## src/rtl/seq_divider_pkg.sv

```systemverilog
// Shared types and constants for the sequential restoring divider.
// Imported by the step datapath and the top-level FSM.
package seq_divider_pkg;

  typedef enum logic [1:0] {
    IDLE = 2'd0,
    RUN  = 2'd1,
    DONE = 2'd2
  } state_e;

  localparam logic [31:0] DIV0_QUOT = 32'hFFFF_FFFF;

endpackage

```

## src/rtl/div_step.sv

```systemverilog
// One shift-compare-subtract iteration of the restoring divider.
// Purely combinational; the caller keeps r < divisor between steps.
module div_step
  import seq_divider_pkg::*;
#(
  parameter int WIDTH = 8
) (
  input  logic [WIDTH-1:0] r,
  input  logic [WIDTH-1:0] q,
  input  logic [WIDTH-1:0] divisor,
  output logic [WIDTH-1:0] r_next,
  output logic [WIDTH-1:0] q_next
);

  logic [WIDTH:0] trial;
  logic [WIDTH:0] diff;
  logic           ge;

  // With r < divisor the difference is below 2^WIDTH when trial >= divisor,
  // so its top bit acts as the borrow of the WIDTH+1-bit compare.
  always_comb begin
    trial  = {r, q[WIDTH-1]};
    diff   = trial - {1'b0, divisor};
    ge     = ~diff[WIDTH];
    r_next = ge ? diff[WIDTH-1:0] : trial[WIDTH-1:0];
    q_next = {q[WIDTH-2:0], ge};
  end

endmodule

```

## src/rtl/seq_divider.sv

```systemverilog
// Multi-cycle unsigned restoring divider, one quotient bit per clock.
// start/busy/done handshake; divide-by-zero completes in one cycle.
module seq_divider
  import seq_divider_pkg::*;
#(
  parameter int WIDTH = 8,
  parameter int CNT_W = $clog2(WIDTH + 1)
) (
  input  logic             clk,
  input  logic             rst,
  input  logic             start,
  input  logic [WIDTH-1:0] dividend,
  input  logic [WIDTH-1:0] divisor,
  output logic             busy,
  output logic             done,
  output logic [WIDTH-1:0] quot,
  output logic [WIDTH-1:0] rem,
  output logic             error
);

  state_e           state_q, state_d;
  logic [CNT_W-1:0] cnt_q, cnt_d;
  logic [WIDTH-1:0] r_q, r_d;
  logic [WIDTH-1:0] q_q, q_d;
  logic [WIDTH-1:0] dvs_q, dvs_d;
  logic [WIDTH-1:0] quot_q, quot_d;
  logic [WIDTH-1:0] rem_q, rem_d;
  logic             err_q, err_d;
  logic             busy_q, busy_d;
  logic             done_q, done_d;
  logic [WIDTH-1:0] r_nx, q_nx;
  logic             accept;

  div_step #(.WIDTH(WIDTH)) u_step (
    .r       (r_q),
    .q       (q_q),
    .divisor (dvs_q),
    .r_next  (r_nx),
    .q_next  (q_nx)
  );

  always_comb begin
    state_d = state_q;
    cnt_d   = cnt_q;
    r_d     = r_q;
    q_d     = q_q;
    dvs_d   = dvs_q;
    quot_d  = quot_q;
    rem_d   = rem_q;
    err_d   = err_q;
    busy_d  = busy_q;
    done_d  = 1'b0;
    accept  = start && (state_q != RUN);
    unique case (state_q)
      RUN: begin
        r_d   = r_nx;
        q_d   = q_nx;
        cnt_d = cnt_q + 1'b1;
        if (cnt_q == CNT_W'(WIDTH - 1)) begin
          state_d = DONE;
          quot_d  = q_nx;
          rem_d   = r_nx;
          err_d   = 1'b0;
          busy_d  = 1'b0;
          done_d  = 1'b1;
        end
      end
      default: begin
        state_d = IDLE;
        if (accept) begin
          q_d   = dividend;
          dvs_d = divisor;
          r_d   = '0;
          cnt_d = '0;
          if (divisor == '0) begin
            state_d = DONE;
            quot_d  = DIV0_QUOT[WIDTH-1:0];
            rem_d   = dividend;
            err_d   = 1'b1;
            busy_d  = 1'b0;
            done_d  = 1'b1;
          end else begin
            state_d = RUN;
            busy_d  = 1'b1;
          end
        end
      end
    endcase
  end

  always_ff @(posedge clk or posedge rst) begin
    if (rst) begin
      state_q <= IDLE;
      cnt_q   <= '0;
      r_q     <= '0;
      q_q     <= '0;
      dvs_q   <= '0;
      quot_q  <= '0;
      rem_q   <= '0;
      err_q   <= 1'b0;
      busy_q  <= 1'b0;
      done_q  <= 1'b0;
    end else begin
      state_q <= state_d;
      cnt_q   <= cnt_d;
      r_q     <= r_d;
      q_q     <= q_d;
      dvs_q   <= dvs_d;
      quot_q  <= quot_d;
      rem_q   <= rem_d;
      err_q   <= err_d;
      busy_q  <= busy_d;
      done_q  <= done_d;
    end
  end

  assign busy  = busy_q;
  assign done  = done_q;
  assign quot  = quot_q;
  assign rem   = rem_q;
  assign error = err_q;

endmodule
```

## config.mk

```make
export PLATFORM = sky130hd
export DESIGN_NAME = seq_divider
export DESIGN_NICKNAME = d
export VERILOG_FILES = /design/src/rtl/seq_divider_pkg.sv /design/src/rtl/div_step.sv /design/src/rtl/seq_divider.sv
export SDC_FILE = /design/constraint.sdc
export NUM_CORES = 1
export LEC_CHECK = 0
export CAP_MARGIN = 30
export CORE_MARGIN = 4
export CORE_UTILIZATION = 49
export CTS_CLUSTER_DIAMETER = 100
export DETAILED_ROUTE_END_ITERATION = 16
export HOLD_SLACK_MARGIN = 0.12
export PLACE_DENSITY = 0.8
export SYNTH_ARGS = -nofsm -noshare
export SYNTH_HDL_FRONTEND = slang
export SYNTH_SLANG_ARGS = --single-unit
```

## constraint.sdc

```tcl
create_clock -name clk -period 2.4 [get_ports clk]
set_clock_uncertainty 0.2 [all_clocks]
set_input_delay 0.48 -clock clk [delete_from_list [all_inputs] [get_ports clk]]
set_output_delay 0.48 -clock clk [all_outputs]
set_load 0.1 [all_outputs]
```

==> reports/summary.txt <==
setup tns final: -3.42 ns
failing checks: setup timing
routability cong.: 0.813
CP Class: register to register
share of post-route cells with drive strength above 1: 0.254
fin crit share: 1.10
synth top area cells: dfrtp_1, mux2i_1, ha_1
Slew headroom: 0.681
RSZ-0062 raised after global routing: true
DR WL/cell: 15.7 µm
top sig layer: met4
Area Overhead vs Synth: 28.7%
slew at the pin with the worst max-slew slack: 0.478 ns
cts-stage hold buffer count: 0
Gate Count Post-Synth: 256
FF+latch area: 1230 µm²
TritonCTS Buffers: 5
Worst EP required: 2.37 ns
Top FF cell, synth: dfrtp_1
largest net degree at the start of global routing: 45
clk buf depth: 2
row cnt: 26
Overflow after GRT: 0
FFs w/ async S/R, synth: 1.00
Critical Path, Cell by Cell: inv_2, ha_4, inv_2, fa_2, a211oi_4, o211ai_1, a221oi_2, buf_6, mux2i_2, o221ai_1
syn_nets: 285
initial drt markers: 109
number of global-route vias before repair: 2131
sequential-to-total area share from yosys stat: 0.472
vias: 2109
wire length on met2: 3.17 mm
IO Port Bufs: 37
wl on met1: 2.56 mm
area leader, netlist: dfrtp_1
drt drc: 0
vias per cell: 5.48
post-synth cell types: 44
Die H: 80.8 µm
Final Net Count: 343
initial core utilization: 0.508
crit-path most repeated cell: inv_2
CTS root buffer: clkbuf_8
Detail Placement HPWL: 4.46 mm
Synth Area per Inst: 10.1 µm²
outcome: finished, violations left
design area: 3340 µm²
FILL cells: 402
Total Routing Usage GR: 0.204
Worst Hold Class: register to register
critical path data arrival time: 2.60 ns
ANT cells: 0
endpoints failing setup: 18
Fmax: 380 MHz
CP peak stage delay: 0.39 ns
slowest CP cell: dfrtp_1
Hold Vio Cnt, Final: 0
initial antenna violation count: 0
Post-Route WL: 6.03 mm
Max Cap Viol: 0
fin worst setup slack: -0.234 ns
CTS tree: built
Multi-input gate area: 1300 µm²
Max FO, Critical Path: 5
area share of the leading cell type in the synthesized netlist: 0.472
Setup crit start kind: register
CTS Sinks: 49
H-tree lvl count: 2
Post-synth EDFFs: 0
met3 WL: 227 µm
Final min period: 2.63 ns
crit end category: register
core box area: 5110 µm²
Skew-Pair Late Insertion Delay: 0.30 ns
ANT nets after route: 0
#FFs+latches synth: 49
Post-synth top cells: dfrtp_1, nor2_1, a21oi_1
most frequent cell after synthesis: dfrtp_1
Final Core Density: 0.654
die footprint: 6530 µm²
max-slew violation count: 0
I/O pin cnt: 38
post-placement cell area: 3180 µm²
synth warn: 0
die width: 80.8 µm
first-pass GRT wire length: 10.0 mm
Syn Std Cell Area: 2600 µm²
family with the most delay on the worst path: compound AO/OA/AOI/OAI gates
crit path buf inv count: 3
clock slew at reported path FFs: 0.08 ns
DRT Pass-1 Iters: 4
## metrics by stage
step	hold slack, ns	setup slack, ns	instances
floorplan	0.250	-0.155	256
global placement	0.273	-0.185	374
detailed placement	0.278	-0.286	374
CTS	0.294	-0.238	384
global route	0.331	-0.335	385
finish	0.289	-0.234	385
## path summary, 6_finish.rpt
kind	startpoint	to	slack (ns)	depth (start not counted)
worst max-delay path	q_q[7]$_DFFE_PP0N_	rem[2]$_DFFE_PP0P_	-0.23	10
worst min-delay path	cnt_q[3]$_DFFE_PP0N_	cnt_q[3]$_DFFE_PP0N_	0.29	1
worst max register to register	q_q[7]$_DFFE_PP0N_	rem[2]$_DFFE_PP0P_	-0.23	10
worst min register to register	cnt_q[3]$_DFFE_PP0N_	cnt_q[3]$_DFFE_PP0N_	0.29	1
max in group asynchronous	rst	state_q[0]$_DFFE_PP0P_	1.17	3
min in group asynchronous	rst	q_q[5]$_DFFE_PP0N_	0.31	2
## layout make-up
| class | instances | share of cell area |
|---|---|---|
| clock buffer | 7 | 0.0228 |
| clock inverter | 1 | 0.00225 |
| inverter | 16 | 0.0180 |
| multi-input combinational | 176 | 0.389 |
| sequential | 49 | 0.367 |
| tap | 70 | 0.0262 |
| timing repair buffer | 66 | 0.174 |
## layout by cell type (no fill, tap or decap), types with 5 or more instances in the layout
cell type and n:
nor2_1 25, o211ai_1 5, buf_4 42, inv_1 13
o22ai_1 5, mux2i_1 11, o21ai_1 5, nand3b_1 10
a21boi_0 5, mux2_2 8, clkbuf_8 5, nand2_1 9
o21ai_0 14, ha_1 8, a21oi_1 21, dfrtp_1 49
clkdlybuf4s50_1 18, nand3_1 6
## state kept, by name, indices dropped and copies added, names as in the netlist
name     count
rem          8
dvs_q        8
q_q          8
done         1
quot         8
r_q          8
error        1
busy         1
cnt_q        4
state_q      2
## cells by family after synthesis
| group | share of synthesized area |
|---|---|
| simple gates | 0.129 |
| flops | 0.472 |
| mux | 0.0969 |
| buf+inv | 0.0496 |
| compound gates | 0.187 |
| xor+xnor | 0.0135 |
| fa+ha+maj | 0.0511 |
## metal layers
| metal | track usage | up-vias |
|---|---|---|
| li1 | - | 1035 |
| met1 | 0.247 | 1029 |
| met2 | 0.361 | 39 |
| met3 | 0.0466 | 6 |
| met4 | 0.0642 | 0 |
| met5 | 0 | - |
## what timing repair did
action | 4_1_cts | 5_1_grt
pin swaps | 0 | 3
cloned | 0 | 1
endpoints found under the setup margin | 18 | 18
resized for setup | 9 | 6
buffers inserted | 2 | 0
Power of run 1 is left out: the tool's default activity adds up to more than one toggle a clock period on the data nets, which glitch-free logic cannot reach.
